File: src/rtl/alu_multicycle_unit.sv
// Multi-cycle integer ALU for bit-serial shifts, shift-add multiply and restoring divide.
// Requests and responses use valid/ready handshakes; a tag travels from request to response.
module alu_multicycle_unit #(
  parameter int unsigned DATA_WIDTH  = 64,
  parameter int unsigned TAG_WIDTH   = 5,
  parameter int unsigned SHAMT_WIDTH = $clog2(DATA_WIDTH)
) (
  input  logic                  clk,
  input  logic                  rst,
  input  logic                  flush,
  input  logic                  req_valid,
  output logic                  req_ready,
  input  logic [2:0]            req_op,
  input  logic [DATA_WIDTH-1:0] req_a,
  input  logic [DATA_WIDTH-1:0] req_b,
  input  logic [TAG_WIDTH-1:0]  req_tag,
  output logic                  resp_valid,
  input  logic                  resp_ready,
  output logic [DATA_WIDTH-1:0] resp_result,
  output logic [TAG_WIDTH-1:0]  resp_tag,
  output logic                  resp_div_by_zero,
  output logic                  resp_illegal,
  output logic                  busy
);

  localparam int unsigned CNT_W = SHAMT_WIDTH + 1;
  localparam logic [CNT_W-1:0] CNT_FULL = CNT_W'(DATA_WIDTH);
  localparam logic [CNT_W-1:0] CNT_ONE  = CNT_W'(1);

  localparam logic [2:0] OP_SLL   = 3'd0;
  localparam logic [2:0] OP_SRL   = 3'd1;
  localparam logic [2:0] OP_SRA   = 3'd2;
  localparam logic [2:0] OP_MUL   = 3'd3;
  localparam logic [2:0] OP_MULHU = 3'd4;
  localparam logic [2:0] OP_DIVU  = 3'd5;
  localparam logic [2:0] OP_REMU  = 3'd6;

  typedef enum logic [2:0] {
    ST_IDLE  = 3'd0,
    ST_SHIFT = 3'd1,
    ST_MUL   = 3'd2,
    ST_DIV   = 3'd3,
    ST_DONE  = 3'd4
  } state_t;

  state_t                  r_state;
  logic [2:0]              r_op;
  logic [TAG_WIDTH-1:0]    r_tag;
  logic [CNT_W-1:0]        r_cnt;
  logic [DATA_WIDTH-1:0]   r_hi;
  logic [DATA_WIDTH-1:0]   r_lo;
  logic [DATA_WIDTH-1:0]   r_opnd;
  logic [DATA_WIDTH-1:0]   r_result;
  logic                    r_dbz;
  logic                    r_ill;

  logic                    w_accept;
  logic                    w_cnt_zero;
  logic [SHAMT_WIDTH-1:0]  w_shamt;
  logic [DATA_WIDTH:0]     w_sum;
  logic [DATA_WIDTH:0]     w_rem_trial;
  logic [DATA_WIDTH-1:0]   w_rem_diff;
  logic                    w_rem_ge;
  logic [DATA_WIDTH-1:0]   w_done_result;

  assign req_ready  = (r_state == ST_IDLE) & ~flush & ~rst;
  assign w_accept   = req_valid & req_ready;
  assign w_cnt_zero = (r_cnt == '0);
  assign w_shamt    = req_b[SHAMT_WIDTH-1:0];

  // Multiply: {r_hi,r_lo} is the running product, r_lo starts as the multiplier.
  assign w_sum       = {1'b0, r_hi} + {1'b0, r_opnd};
  // Divide: r_hi is the partial remainder, r_lo shifts dividend out and quotient in.
  assign w_rem_trial = {r_hi, r_lo[DATA_WIDTH-1]};
  assign w_rem_ge    = (w_rem_trial >= {1'b0, r_opnd});
  assign w_rem_diff  = w_rem_trial[DATA_WIDTH-1:0] - r_opnd;

  always_comb begin
    w_done_result = '0;
    case (r_op)
      OP_SLL, OP_SRL, OP_SRA, OP_MUL, OP_DIVU: w_done_result = r_lo;
      OP_MULHU, OP_REMU:                      w_done_result = r_hi;
      default:                                w_done_result = '0;
    endcase
  end

  always_ff @(posedge clk or posedge rst) begin
    if (rst) begin
      r_state  <= ST_IDLE;
      r_op     <= '0;
      r_tag    <= '0;
      r_cnt    <= '0;
      r_hi     <= '0;
      r_lo     <= '0;
      r_opnd   <= '0;
      r_result <= '0;
      r_dbz    <= 1'b0;
      r_ill    <= 1'b0;
    end else if (flush) begin
      r_state <= ST_IDLE;
    end else begin
      case (r_state)
        ST_IDLE: begin
          if (w_accept) begin
            r_op  <= req_op;
            r_tag <= req_tag;
            r_dbz <= 1'b0;
            r_ill <= 1'b0;
            case (req_op)
              OP_SLL, OP_SRL, OP_SRA: begin
                r_state <= ST_SHIFT;
                r_lo    <= req_a;
                r_cnt   <= {1'b0, w_shamt};
              end
              OP_MUL, OP_MULHU: begin
                r_state <= ST_MUL;
                r_hi    <= '0;
                r_lo    <= req_b;
                r_opnd  <= req_a;
                r_cnt   <= CNT_FULL;
              end
              OP_DIVU, OP_REMU: begin
                r_state <= ST_DIV;
                // Zero divisor skips iteration; preload the defined results instead.
                if (req_b == '0) begin
                  r_dbz <= 1'b1;
                  r_hi  <= req_a;
                  r_lo  <= '1;
                  r_cnt <= '0;
                end else begin
                  r_hi  <= '0;
                  r_lo  <= req_a;
                  r_cnt <= CNT_FULL;
                end
                r_opnd <= req_b;
              end
              default: begin
                r_state <= ST_SHIFT;
                r_ill   <= 1'b1;
                r_hi    <= '0;
                r_lo    <= '0;
                r_cnt   <= '0;
              end
            endcase
          end
        end
        ST_SHIFT: begin
          if (w_cnt_zero) begin
            r_state  <= ST_DONE;
            r_result <= w_done_result;
          end else begin
            r_cnt <= r_cnt - CNT_ONE;
            case (r_op)
              OP_SLL:  r_lo <= {r_lo[DATA_WIDTH-2:0], 1'b0};
              OP_SRL:  r_lo <= {1'b0, r_lo[DATA_WIDTH-1:1]};
              OP_SRA:  r_lo <= {r_lo[DATA_WIDTH-1], r_lo[DATA_WIDTH-1:1]};
              default: r_lo <= r_lo;
            endcase
          end
        end
        ST_MUL: begin
          if (w_cnt_zero) begin
            r_state  <= ST_DONE;
            r_result <= w_done_result;
          end else begin
            r_cnt <= r_cnt - CNT_ONE;
            if (r_lo[0]) begin
              {r_hi, r_lo} <= {w_sum, r_lo[DATA_WIDTH-1:1]};
            end else begin
              {r_hi, r_lo} <= {1'b0, r_hi, r_lo[DATA_WIDTH-1:1]};
            end
          end
        end
        ST_DIV: begin
          if (w_cnt_zero) begin
            r_state  <= ST_DONE;
            r_result <= w_done_result;
          end else begin
            r_cnt <= r_cnt - CNT_ONE;
            r_hi  <= w_rem_ge ? w_rem_diff : w_rem_trial[DATA_WIDTH-1:0];
            r_lo  <= {r_lo[DATA_WIDTH-2:0], w_rem_ge};
          end
        end
        ST_DONE: begin
          if (resp_ready) begin
            r_state <= ST_IDLE;
          end
        end
        default: r_state <= ST_IDLE;
      endcase
    end
  end

  assign resp_valid       = (r_state == ST_DONE);
  assign resp_result      = r_result;
  assign resp_tag         = r_tag;
  assign resp_div_by_zero = resp_valid & r_dbz;
  assign resp_illegal     = resp_valid & r_ill;
  assign busy             = (r_state != ST_IDLE);

endmodule
File: config.mk
export PLATFORM = sky130hd
export DESIGN_NAME = alu_multicycle_unit
export DESIGN_NICKNAME = d
export VERILOG_FILES = /design/src/rtl/alu_multicycle_unit.sv
export SDC_FILE = /design/constraint.sdc
export NUM_CORES = 1
export LEC_CHECK = 0
export ABC_CLOCK_PERIOD_IN_PS = 15600
export BUFFER_PORTS_ARGS = -buffer_cell sky130_fd_sc_hd__clkbuf_2
export CELL_PAD_IN_SITES_DETAIL_PLACEMENT = 1
export CELL_PAD_IN_SITES_GLOBAL_PLACEMENT = 1
export CORE_MARGIN = 1
export CORE_UTILIZATION = 49
export DETAILED_ROUTE_END_ITERATION = 7
export HOLD_SLACK_MARGIN = 0.15
export PLACE_DENSITY_LB_ADDON = 0.12
export SYNTH_ARGS = -nofsm -noshare
export SYNTH_HDL_FRONTEND = slang
export SYNTH_SLANG_ARGS = --single-unit
File: constraint.sdc
create_clock -name clk -period 15.6 [get_ports clk]
set_input_delay 0.78 -clock clk [delete_from_list [all_inputs] [get_ports clk]]
set_output_delay 0.78 -clock clk [all_outputs]
set_load 0.05 [all_outputs]
==> results.cfg <==
[route]
ant_nets = 0
via_count = 25900
drc = 11
wl_per_cell_um = 25.9
via_per_inst = 6.86
wl_met3_mm = 6.41
drt_iter0_drc = 2797
drt_first_pass_iters = 8
wl_mm = 97.4
wl_met2_mm = 46.8
wl_met1_mm = 40.5
routed.top_layer = met5

[synthesis]
async_flop_share_pct = 100
synth_edf_count = 0
synth.net_count = 3361
yosys_warnings = 0
post_synth.cell_area_avg_um2 = 7.56
ys_seq_elements = 276
ys_types = 90
ys_seq_area_share_pct = 29.6
synth_ff_type = dfrtp_1
netlist_area_um2 = 23300
netlist_instances = 3089

[timing]
fin_crit_sh_pct = 30.6
tns_ns = 0
max_freq_mhz = 210
setup_viol = 0
slew_headroom_pct = 19.7
skew_ns = 0.0318
rsz0062_at_grt = no
drv_slew = 0
tightest_slew_ns = 1.19
fin_crit_ns = 4.77
worst_slack_ns = 10.83
hold-worst-slack_ns = 0.291
final-hold-violation-count = 0

[finish]
multiInputGateArea_um2 = 15100
drive_gt1_share_pct = 11.6
num-fill-cells = 5881
ff_latch_area_um2 = 6910
final_util_pct = 55.0
insertedDiodeCount = 0
area_delta_synth_final_pct = 10.1
layout_common_cells = nand2_1, o21ai_0, dfrtp_1, a21oi_1, nor2_1
layout.cells.most_common = nand2_1
finalNonFillerCells = 3767
fin_area_um2 = 25700
nets = 3409

[pwr]
ir_worst_vdd_mv = 0.161
power_density_nw_per_um2 = 268
finalPower_mw = 6.88
power.leakage_nw = 11.3

[global_routing]
antenna_found_initial = 1
grt_pass1_wl_mm = 150
grt_pass1_vias = 26300
grt_overflow = 0
track_usage_pct = 39.5
grt_max_degree = 135

[clock_tree]
holdBufCountCts = 0
clock_latency_ns = 0.56
path_clk_slew_ns = 0.07
htreeDepth = 2
cts_sinks = 276
cts_resized = 0
cts_root_buf = clkbuf_16
cts_tree = yes
cts_made_buffers = 34
post-cts-setup-buffer-count = 0
clockBufferDepth = 3

[die]
die_width_um = 220
core_area_um2 = 46800
ios = 215
die_y_um = 220
row_count = 79
start_util_pct = 49.9
die_area_um2 = 48500

[placed_design]
port_buffers = 214
dpl.cell_count = 3708
placed_cell_area_um2 = 24600
gpl.final_weighted_congestion = 1.02
preCtsSetupSlack_ns = 10.56
hpwl_mm = 69.6

[outcome]
status = finished, violations left
violations = DRC

[run]
maxCapViolCount = 0

[setup_path]
critical_path.top_delay_family = simple AND/OR/NAND/NOR gates
crit_required_ns = 16.08
endpoint_kind = flip-flop
path_class = in -> reg
crit_path_start_kind = primary input
crit_chain = clkbuf_2 -> nor4_1 -> nand4_1 -> nor4_1 -> and2_2 -> buf_4 -> nor2b_4 -> buf_4 -> a221oi_1 -> o311ai_0 -> nor3_1 -> a21oi_1
max_stage_delay_ns = 0.79
worstPathArrival_ns = 5.25
crit_fanout = 66
critPathBufInv = 3
crit_slowest_cell = nor4_1

[worst_hold_path]
hold_path_class = in -> async
## cell families after synthesis
group | share of synthesized area, %
AND/OR/NAND/NOR | 20.1
buffers and inverters | 6.13
AO/OA/AOI/OAI | 32.5
flip-flops | 29.6
multiplexers | 1.06
adder cells (fa/ha/maj) | 7.08
XOR/XNOR | 3.64
## registers in the layout, indices dropped and copies added (netlist names)
signal	count
r_op	3
r_opnd	64
resp_tag	5
r_ill	1
resp_result	64
r_hi	64
r_state	3
r_cnt	7
r_dbz	1
r_lo	64
## cells in the mapped netlist (44+ instances only)
cell type    n  area, µm²
a21o_1      44        330
a21oi_1    265       1330
a221oi_1    50        438
a222oi_1    64        641
a22oi_1     66        495
a31oi_1    100        626
clkbuf_1   176        661
dfrtp_1    276       6910
ha_1       129       1610
inv_1      125        469
nand2_1    488       1830
nand3_1     65        325
nand4_1     52        325
nor2_1     258        968
o21ai_0    284       1420
xnor2_1     57        499
## per-layer routing
metal	up-vias	global-route usage, %
met5	-	0
met4	2	15.9
met3	237	5.50
met2	1126	66.9
met1	13000	50.4
li1	11500	-
## where the power goes
part           leakage (nW)  total (mW)  internal (mW)  switching, mW
clock network         0.563       0.845          0.499          0.346
registers              3.32        1.52           1.04          0.474
logic                  7.41        4.52           1.61           2.91
## final cells by class
cell class                      count  share of cell area (%)
Inverter                          125                    1.85
Tap cell                          607                    2.95
Sequential cell                   276                    26.9
Clock inverter                     12                   0.725
Clock buffer                       47                    3.73
Multi-Input combinational cell   2455                    58.8
Timing Repair Buffer              245                    5.12
## worst paths after layout
kind,slack [ns],cells past startpoint,from,to
min reg2reg,0.47,2,resp_tag[4],resp_tag[4]
max reg2reg,11.14,13,r_hi[0],r_hi[43]
min in group clk,0.42,3,req_tag[3],resp_tag[3]
min,0.29,2,rst,resp_result[14]
max,10.83,12,req_b[44],r_hi[47]
max in group asynchronous,13.89,3,rst,r_lo[45]
No activity file was read; power rests on OpenSTA's default activity.
